===== config.mk =====
export PLATFORM = sky130hd
export DESIGN_NAME = ifm_out_fsm_flat
export DESIGN_NICKNAME = d
export VERILOG_FILES = /design/src/rtl/ifm_out_fsm_if.sv /design/src/rtl/ifm_out_fsm.sv /design/src/flat_wrapper.sv
export SDC_FILE = /design/constraint.sdc
export NUM_CORES = 1
export LEC_CHECK = 0
export BUFFER_PORTS_ARGS = -buffer_cell sky130_fd_sc_hd__buf_4
export CORE_AREA = 2 2 125 127
export CTS_CLUSTER_SIZE = 25
export DETAILED_ROUTE_END_ITERATION = 10
export DIE_AREA = 0 0 127 129
export PLACE_DENSITY = 0.76
export SLEW_MARGIN = 20
export SYNTH_ARGS = -nofsm -noshare
export SYNTH_HDL_FRONTEND = slang
export SYNTH_SLANG_ARGS = --single-unit

===== constraint.sdc =====
create_clock -name s2mm_clk -period 2 [get_ports s2mm_clk]
set_clock_uncertainty 0.2 [all_clocks]
set_input_delay 0.2 -clock s2mm_clk [delete_from_list [all_inputs] [get_ports s2mm_clk]]
set_output_delay 0.2 -clock s2mm_clk [all_outputs]
set_load 0.03 [all_outputs]

===== src/rtl/ifm_out_fsm_if.sv =====
// Receive-side AXI-Stream bundle of the S2MM output FSM.
// Ports (master view): rxd_* = frame data stream toward the S2MM DMA
// channel, rxs_* = 6-word status stream; tready inputs come from the sink.
interface ifm_out_fsm_if;
  localparam int unsigned RXD_DATA_W = 64;
  localparam int unsigned RXD_KEEP_W = RXD_DATA_W / 8;
  localparam int unsigned RXS_DATA_W = 32;
  localparam int unsigned RXS_KEEP_W = RXS_DATA_W / 8;

  logic [RXD_DATA_W-1:0] rxd_tdata;
  logic [RXD_KEEP_W-1:0] rxd_tkeep;
  logic                  rxd_tvalid;
  logic                  rxd_tlast;
  logic                  rxd_tready;

  logic [RXS_DATA_W-1:0] rxs_tdata;
  logic [RXS_KEEP_W-1:0] rxs_tkeep;
  logic                  rxs_tvalid;
  logic                  rxs_tlast;
  logic                  rxs_tready;

  modport master (
    output rxd_tdata, rxd_tkeep, rxd_tvalid, rxd_tlast,
    input  rxd_tready,
    output rxs_tdata, rxs_tkeep, rxs_tvalid, rxs_tlast,
    input  rxs_tready
  );

  modport slave (
    input  rxd_tdata, rxd_tkeep, rxd_tvalid, rxd_tlast,
    output rxd_tready,
    input  rxs_tdata, rxs_tkeep, rxs_tvalid, rxs_tlast,
    output rxs_tready
  );
endinterface


===== src/rtl/ifm_out_fsm.sv =====
// Receive output FSM: drains one frame at a time from a data FIFO and its
// matching status FIFO entry. Good frames are streamed on rxd and followed
// by a 6-word status record on rxs; bad frames (when C_DROP_BAD=1) are
// popped silently and counted.
// Ports:
//   s2mm_clk / s2mm_resetn     clock, async active-low reset
//   ctrl_fifo_*                FWFT status FIFO: [15:0] len, [16] good, [47:32] checksum
//   data_fifo_*                FWFT data FIFO: [63:0] data, [71:64] keep, [72] last
//   rx                         rxd (data) and rxs (status) AXI-Stream masters
//   rx_good_cnt / rx_drop_cnt  delivered / discarded frame counters (wrap)
//   ifm_out_fsm_dbg            one-hot state {STS, DROP, DATA, IDLE}
module ifm_out_fsm #(
  parameter bit C_DROP_BAD = 1'b1
) (
  input  logic                 s2mm_clk,
  input  logic                 s2mm_resetn,
  input  logic [63:0]          ctrl_fifo_rdata,
  input  logic                 ctrl_fifo_empty,
  output logic                 ctrl_fifo_rden,
  input  logic [72:0]          data_fifo_rdata,
  input  logic                 data_fifo_empty,
  output logic                 data_fifo_rden,
  ifm_out_fsm_if.master        rx,
  output logic [31:0]          rx_good_cnt,
  output logic [31:0]          rx_drop_cnt,
  output logic [3:0]           ifm_out_fsm_dbg
);

  localparam int unsigned LEN_W     = 16;
  localparam int unsigned CSUM_W    = 16;
  localparam int unsigned IDX_W     = 3;
  localparam int unsigned CNT_W     = 32;
  localparam int unsigned WORD_W    = 32;
  localparam int unsigned LAST_WORD = 5;

  typedef enum logic [1:0] {
    S_IDLE = 2'd0,
    S_DATA = 2'd1,
    S_DROP = 2'd2,
    S_STS  = 2'd3
  } state_t;

  state_t              state;
  logic [IDX_W-1:0]    word_idx;
  logic [LEN_W-1:0]    sts_len;
  logic [CSUM_W-1:0]   sts_csum;
  logic                sts_good;

  logic                d_last;
  logic                c_good;
  logic                in_data;
  logic                in_drop;
  logic                in_sts;
  logic                data_valid;
  logic                data_hs;
  logic                drop_pop;
  logic                drop_done;
  logic                sts_hs;
  logic                last_word;
  logic                sts_done;
  logic [WORD_W-1:0]   rxs_word;
  logic                unused_ctrl;

  // Reserved status bits carry nothing for this block.
  assign unused_ctrl = ^{ctrl_fifo_rdata[63:48], ctrl_fifo_rdata[31:17]};

  // FIFO head fields and per-state handshake qualifiers.
  assign d_last     = data_fifo_rdata[72];
  assign c_good     = ctrl_fifo_rdata[16];
  assign in_data    = (state == S_DATA);
  assign in_drop    = (state == S_DROP);
  assign in_sts     = (state == S_STS);
  assign data_valid = in_data && !data_fifo_empty;
  assign data_hs    = data_valid && rx.rxd_tready;
  assign drop_pop   = in_drop && !data_fifo_empty;
  assign drop_done  = drop_pop && d_last;
  assign sts_hs     = in_sts && rx.rxs_tready;
  assign last_word  = (word_idx == IDX_W'(LAST_WORD));
  assign sts_done   = sts_hs && last_word;

  // Data stream is a straight pass-through of the FIFO head while in DATA.
  assign rx.rxd_tvalid = data_valid;
  assign rx.rxd_tdata  = in_data ? data_fifo_rdata[63:0]  : 64'h0;
  assign rx.rxd_tkeep  = in_data ? data_fifo_rdata[71:64] : 8'h0;
  assign rx.rxd_tlast  = in_data && d_last;

  // Data pops follow the rxd handshake in DATA and free-run in DROP.
  assign data_fifo_rden = data_hs || drop_pop;

  // Status entry is released only when its frame is fully retired; the
  // empty guard keeps a misbehaving FIFO from being popped while empty.
  assign ctrl_fifo_rden = (drop_done || sts_done) && !ctrl_fifo_empty;

  // Status record word selected by the word index.
  always_comb begin
    rxs_word = '0;
    case (word_idx)
      3'd0:    rxs_word = 32'h5000_0000;
      3'd4:    rxs_word = {16'h0, sts_csum};
      3'd5:    rxs_word = {15'h0, sts_good, sts_len};
      default: rxs_word = '0;
    endcase
  end

  assign rx.rxs_tvalid = in_sts;
  assign rx.rxs_tdata  = in_sts ? rxs_word : 32'h0;
  assign rx.rxs_tkeep  = in_sts ? 4'hF : 4'h0;
  assign rx.rxs_tlast  = in_sts && last_word;

  assign ifm_out_fsm_dbg = {in_sts, in_drop, in_data, (state == S_IDLE)};

  // State, word index, latched status fields and frame counters.
  always_ff @(posedge s2mm_clk or negedge s2mm_resetn) begin
    if (!s2mm_resetn) begin
      state       <= S_IDLE;
      word_idx    <= '0;
      sts_len     <= '0;
      sts_csum    <= '0;
      sts_good    <= 1'b0;
      rx_good_cnt <= '0;
      rx_drop_cnt <= '0;
    end else begin
      case (state)
        S_IDLE: begin
          if (!ctrl_fifo_empty) begin
            // Snapshot the status head so the record stays stable in STS.
            sts_len  <= ctrl_fifo_rdata[15:0];
            sts_csum <= ctrl_fifo_rdata[47:32];
            sts_good <= c_good;
            word_idx <= '0;
            state    <= (c_good || !C_DROP_BAD) ? S_DATA : S_DROP;
          end
        end
        S_DATA: begin
          if (data_hs && d_last) begin
            state <= S_STS;
          end
        end
        S_DROP: begin
          if (drop_done) begin
            rx_drop_cnt <= rx_drop_cnt + CNT_W'(1);
            state       <= S_IDLE;
          end
        end
        S_STS: begin
          if (sts_hs) begin
            if (last_word) begin
              word_idx    <= '0;
              rx_good_cnt <= rx_good_cnt + CNT_W'(1);
              state       <= S_IDLE;
            end else begin
              word_idx <= word_idx + IDX_W'(1);
            end
          end
        end
        default: state <= S_IDLE;
      endcase
    end
  end

endmodule


===== src/flat_wrapper.sv =====
// flat-port wrapper written by rule: the top's interface ports become plain ports
module ifm_out_fsm_flat 
#(
  parameter bit C_DROP_BAD = 1'b1
)
  (s2mm_clk, s2mm_resetn, ctrl_fifo_rdata, ctrl_fifo_empty, ctrl_fifo_rden, data_fifo_rdata, data_fifo_empty, data_fifo_rden, rx_good_cnt, rx_drop_cnt, ifm_out_fsm_dbg, rx_rxd_tdata, rx_rxd_tkeep, rx_rxd_tvalid, rx_rxd_tlast, rx_rxd_tready, rx_rxs_tdata, rx_rxs_tkeep, rx_rxs_tvalid, rx_rxs_tlast, rx_rxs_tready);
  ifm_out_fsm_if rx_i ();
  input  logic s2mm_clk;
  input  logic s2mm_resetn;
  input  logic [63:0] ctrl_fifo_rdata;
  input  logic ctrl_fifo_empty;
  output logic ctrl_fifo_rden;
  input  logic [72:0] data_fifo_rdata;
  input  logic data_fifo_empty;
  output logic data_fifo_rden;
  output logic [31:0] rx_good_cnt;
  output logic [31:0] rx_drop_cnt;
  output logic [3:0] ifm_out_fsm_dbg;
  output wire logic [$bits(rx_i.rxd_tdata)-1:0] rx_rxd_tdata;
  output wire logic [$bits(rx_i.rxd_tkeep)-1:0] rx_rxd_tkeep;
  output wire logic [$bits(rx_i.rxd_tvalid)-1:0] rx_rxd_tvalid;
  output wire logic [$bits(rx_i.rxd_tlast)-1:0] rx_rxd_tlast;
  input wire logic [$bits(rx_i.rxd_tready)-1:0] rx_rxd_tready;
  output wire logic [$bits(rx_i.rxs_tdata)-1:0] rx_rxs_tdata;
  output wire logic [$bits(rx_i.rxs_tkeep)-1:0] rx_rxs_tkeep;
  output wire logic [$bits(rx_i.rxs_tvalid)-1:0] rx_rxs_tvalid;
  output wire logic [$bits(rx_i.rxs_tlast)-1:0] rx_rxs_tlast;
  input wire logic [$bits(rx_i.rxs_tready)-1:0] rx_rxs_tready;
  assign rx_rxd_tdata = rx_i.rxd_tdata;
  assign rx_rxd_tkeep = rx_i.rxd_tkeep;
  assign rx_rxd_tvalid = rx_i.rxd_tvalid;
  assign rx_rxd_tlast = rx_i.rxd_tlast;
  assign rx_i.rxd_tready = rx_rxd_tready;
  assign rx_rxs_tdata = rx_i.rxs_tdata;
  assign rx_rxs_tkeep = rx_i.rxs_tkeep;
  assign rx_rxs_tvalid = rx_i.rxs_tvalid;
  assign rx_rxs_tlast = rx_i.rxs_tlast;
  assign rx_i.rxs_tready = rx_rxs_tready;
  ifm_out_fsm #(.C_DROP_BAD(C_DROP_BAD)) u_core (.s2mm_clk(s2mm_clk), .s2mm_resetn(s2mm_resetn), .ctrl_fifo_rdata(ctrl_fifo_rdata), .ctrl_fifo_empty(ctrl_fifo_empty), .ctrl_fifo_rden(ctrl_fifo_rden), .data_fifo_rdata(data_fifo_rdata), .data_fifo_empty(data_fifo_empty), .data_fifo_rden(data_fifo_rden), .rx(rx_i), .rx_good_cnt(rx_good_cnt), .rx_drop_cnt(rx_drop_cnt), .ifm_out_fsm_dbg(ifm_out_fsm_dbg));
endmodule

==> impl_summary.txt <==
----------------------------------------------------
[Run status]
  Result of the run ... complete, but fails checks
  Failing checks ... negative setup slack

[Yosys]
  Flip-flop and latch count after synthesis ... 102
  Avg Cell Area, Syn ... between 10 and 15 sq um
  Count of unique library cells instantiated by Yosys ... 40
  Dominant cell type by area after synthesis ... sky130_fd_sc_hd__dfrtp_1
  Synth Cell Area ... 5454 sq um
  Yosys top cell area share ... 46.80%
  Mapped Cells ... about 520
  Number of synthesis warnings ... 0
  Top area cells in the synthesized netlist ... sky130_fd_sc_hd__dfrtp_1, sky130_fd_sc_hd__and2_1, sky130_fd_sc_hd__xnor2_1
  Sequential-to-total area share from yosys stat ... 46.80%

[Global route]
  Pin count of the biggest net entering global routing ... 43
  Via count of the first global-routing pass ... 5344
  Remaining Overflow, GRT ... 0
  Initial antenna violation count ... 0
  Overall fraction of global-route tracks in use ... 21.91%
  First-pass GRT wire length ... 27780 microns

[Setup path]
  Critical setup path kind ... reg -> out
  Worst path slowest cell ... sky130_fd_sc_hd__dfrtp_1
  Critical Path End Type ... output port
  Critical path launch point type ... flip-flop
  Maximum net fanout on the critical path ... 8
  Largest incremental delay on the critical path ... ~0.41 ns
  Data required time at the worst endpoint ... around 1.6 ns
  Critical path cell sequence ... buf_6 > or3_4 > buf_12 > nor2_1 > buf_4
  Critical path arrival ... 1.80 ns

[Timing]
  Share of the clock period used by the worst path ... 109.8%
  Final slew viol count ... 0
  Crit path setup slack, layout ... -0.1969 ns
  Final hold violations ... 0
  RSZ-0062 raised after global routing ... true
  Fmax achieved ... 455.2 MHz
  Final critical delay including setup and external delays ... 2.197 ns
  Final Setup Violations ... 92

[Floorplan]
  Die Wd ... 127 microns
  Number of core rows ... 45
  Core Box Area ... 14980 sq um
  Initial core utilization ... 36.42%
  Full die area ... 16380 sq um
  Io pins ... between 300 and 400
  Floorplan die height ... ~130 microns

[Power and ir drop]
  Power per cell area ... 1188 nW/um^2
  Max rail drop VDD ... 0.8338 mV
  Leakage power ... 0.004807 uW

[Finish]
  Area taken by flip-flops and latches ... 2561 sq um
  Cell Count, Final, Fillers Out ... between 1000 and 1500
  Final Net Count ... between 1000 and 1500
  Layout overhead on the synthesized area ... 83.07%
  Commonest cells after routing, fill and taps aside ... sky130_fd_sc_hd__buf_4, sky130_fd_sc_hd__buf_6, sky130_fd_sc_hd__dfrtp_1
  Utilization after layout ... 66.67%
  Leading cell type in the layout, fill and taps excluded ... sky130_fd_sc_hd__buf_4
  Number of inserted diodes ... 0
  Multi-input combinational cell area ... 3064 sq um
  Filler cell count in the final layout ... 1123
  Layout cells sized above 1 ... 59.73%

[Drt]
  Post-detailed-route DRC marker count ... 0
  Average via count per standard cell ... approximately 5.1
  Iteration-0 DRC Markers ... roughly 240
  1st-pass router iterations ... 4
  DRT Wirelength ... 20810 microns
  WL/cell ... 19.15 microns
  Routed via count ... approximately 5500
  Remaining number of nets flagged by the antenna check after routing ... 0

[Clock tree]
  Cell at the root of the clock tree ... sky130_fd_sc_hd__clkbuf_16
  CTS sink cnt ... 102
  Clock buffers created by TritonCTS ... 9
  TritonCTS clock tree ... built
  Buffer depth of the longest clock path ... 2
  H-tree Lvls ... 3
  Later-pin clock latency in the skew report ... about 0.35 ns
  Clock-pin slew on the worst setup and hold paths ... about 0.07 ns

[Place]
  # placed instances ... 989
  Post-DP HPWL ... around 12000 microns
  Routability cong. ... 0.8511
  Count of buffers from port buffering ... 280
  Place WS ... ~0.012 ns

[Worst hold path]
  Min-Delay Path Class ... in -> reg

[Run]
  Max-cap violation count ... 0

----------------------------------------------------
[where the power goes]
part           switching [uW]  leakage (uW)  internal, uW
logic                    3620       0.00336          3660
clock network             810      0.000128           861
registers                 406       0.00132          2510
[stage by stage]
stage               TNS (ns)  instance area (sq um)  total power (uW)  hold WS [ns]
global placement           0                   7903              7409      -0.03302
floorplan             -1.234                   5509              5728       -0.2956
CTS                   -10.37                   9273             10620       0.08070
global route          -15.90                   9985             12280       0.03251
finish                -11.57                   9985             11860       0.01761
detailed placement         0                   7903              7476      -0.02481
[kinds of logic (layout without fill, tap and decap cells)]
kind of cell             Yosys count  after routing  share of synthesized area, %
XOR/XNOR                          62             62                         9.956
AO/OA/AOI/OAI                     26             26                         3.395
flip-flops                       102            102                         46.80
buffers and inverters             53            421                         5.598
AND/OR/NAND/NOR                  239            239                         26.70
adder cells (fa/ha/maj)            2              2                        0.4587
multiplexers                      34             34                         7.020
other                              1             13                       0.06876
[worst max-delay path, delay by kind of cell (launching register included)]
| family | cells | cell delay [ns] |
|---|---|---|
| buffers and inverters | 3 | 0.50 |
| DFF | 1 | 0.41 |
| and+or+nand+nor | 2 | 0.54 |
[metal layers]
layer | GRT usage (%) | part of all wire, % | vias to the layer above | wire [microns]
met5 | 0 | 0 | - | 0
met4 | 9.825 | 4.9 | 0 | 1013
met3 | 4.366 | 5.3 | 58 | 1095
met2 | 41.08 | 55 | 234 | 11470
met1 | 23.96 | 35 | 2712 | 7238
li1 | - | - | 2511 | -
[synth_stat cells]
master                      instances
sky130_fd_sc_hd__mux2_2            34
sky130_fd_sc_hd__nand3b_2           1
sky130_fd_sc_hd__nor4_4             4
sky130_fd_sc_hd__o21ai_0            1
sky130_fd_sc_hd__o32ai_1            1
sky130_fd_sc_hd__o211ai_1           1
sky130_fd_sc_hd__and2_1            75
sky130_fd_sc_hd__nand3_2            1
sky130_fd_sc_hd__a21oi_1            4
sky130_fd_sc_hd__nor3_1             8
sky130_fd_sc_hd__or3_1              1
sky130_fd_sc_hd__nor3b_1            2
sky130_fd_sc_hd__nor4_2             4
sky130_fd_sc_hd__buf_2              4
sky130_fd_sc_hd__dfrtp_1          102
sky130_fd_sc_hd__or4_1              1
sky130_fd_sc_hd__ha_1               2
sky130_fd_sc_hd__o41ai_1            1
sky130_fd_sc_hd__clkbuf_1          14
sky130_fd_sc_hd__nor4_1             3
sky130_fd_sc_hd__and3b_1            1
sky130_fd_sc_hd__inv_1             10
sky130_fd_sc_hd__buf_4             23
sky130_fd_sc_hd__nand3_1           26
sky130_fd_sc_hd__nand2b_1           2
sky130_fd_sc_hd__nand4b_1           2
sky130_fd_sc_hd__nor3_2             2
sky130_fd_sc_hd__a21o_1             2
sky130_fd_sc_hd__nand2_1           18
sky130_fd_sc_hd__buf_6              2
sky130_fd_sc_hd__a22oi_1           16
sky130_fd_sc_hd__nand4bb_4          1
sky130_fd_sc_hd__nand4_1           31
sky130_fd_sc_hd__nor2_1            37
sky130_fd_sc_hd__xor2_1            13
sky130_fd_sc_hd__nor2b_1            4
sky130_fd_sc_hd__and3_1            12
sky130_fd_sc_hd__and4_1             3
sky130_fd_sc_hd__conb_1             1
sky130_fd_sc_hd__xnor2_1           49
[state kept, by name, summed over array words and instances, names as in the netlist]
name	cells
u_core.rx_drop_cnt	32
u_core.rx_good_cnt	32
u_core.state	2
u_core.sts_csum	16
u_core.sts_good	1
u_core.sts_len	16
u_core.word_idx	3
[worst paths after layout]
kind	startpoint	slack [ns]	end	depth (start not counted)
max	u_core.word_idx[1]	-0.20	rx_rxs_tdata[6]	5
min	rx_rxs_tready	0.02	u_core.word_idx[1]	3
max reg2reg	u_core.state[0]	0.05	u_core.rx_drop_cnt[28]	6
min reg2reg	u_core.rx_drop_cnt[31]	0.27	u_core.rx_drop_cnt[31]	1
max in group asynchronous	s2mm_resetn	0.86	u_core.state[0]	3
min in group asynchronous	s2mm_resetn	0.15	u_core.rx_good_cnt[22]	2
[timing repair]
action	in CTS	in global routing
resized for setup	134	112
pin swaps	16	57
setup buffers	12	17
setup endpoints to repair	95	111
hold buffers	36	0
hold endpoints to repair	130	0
cloned	8	12
[cell type report]
cell class                      instances  area share, %
Clock buffer                           11          2.331
Clock inverter                          5         0.4386
Inverter                               10         0.3759
Multi-Input combinational cell        376          30.69
Sequential cell                       102          25.65
Tap cell                              188          2.356
Timing Repair Buffer                  395          38.16
Power figures use the tool's default switching activity.
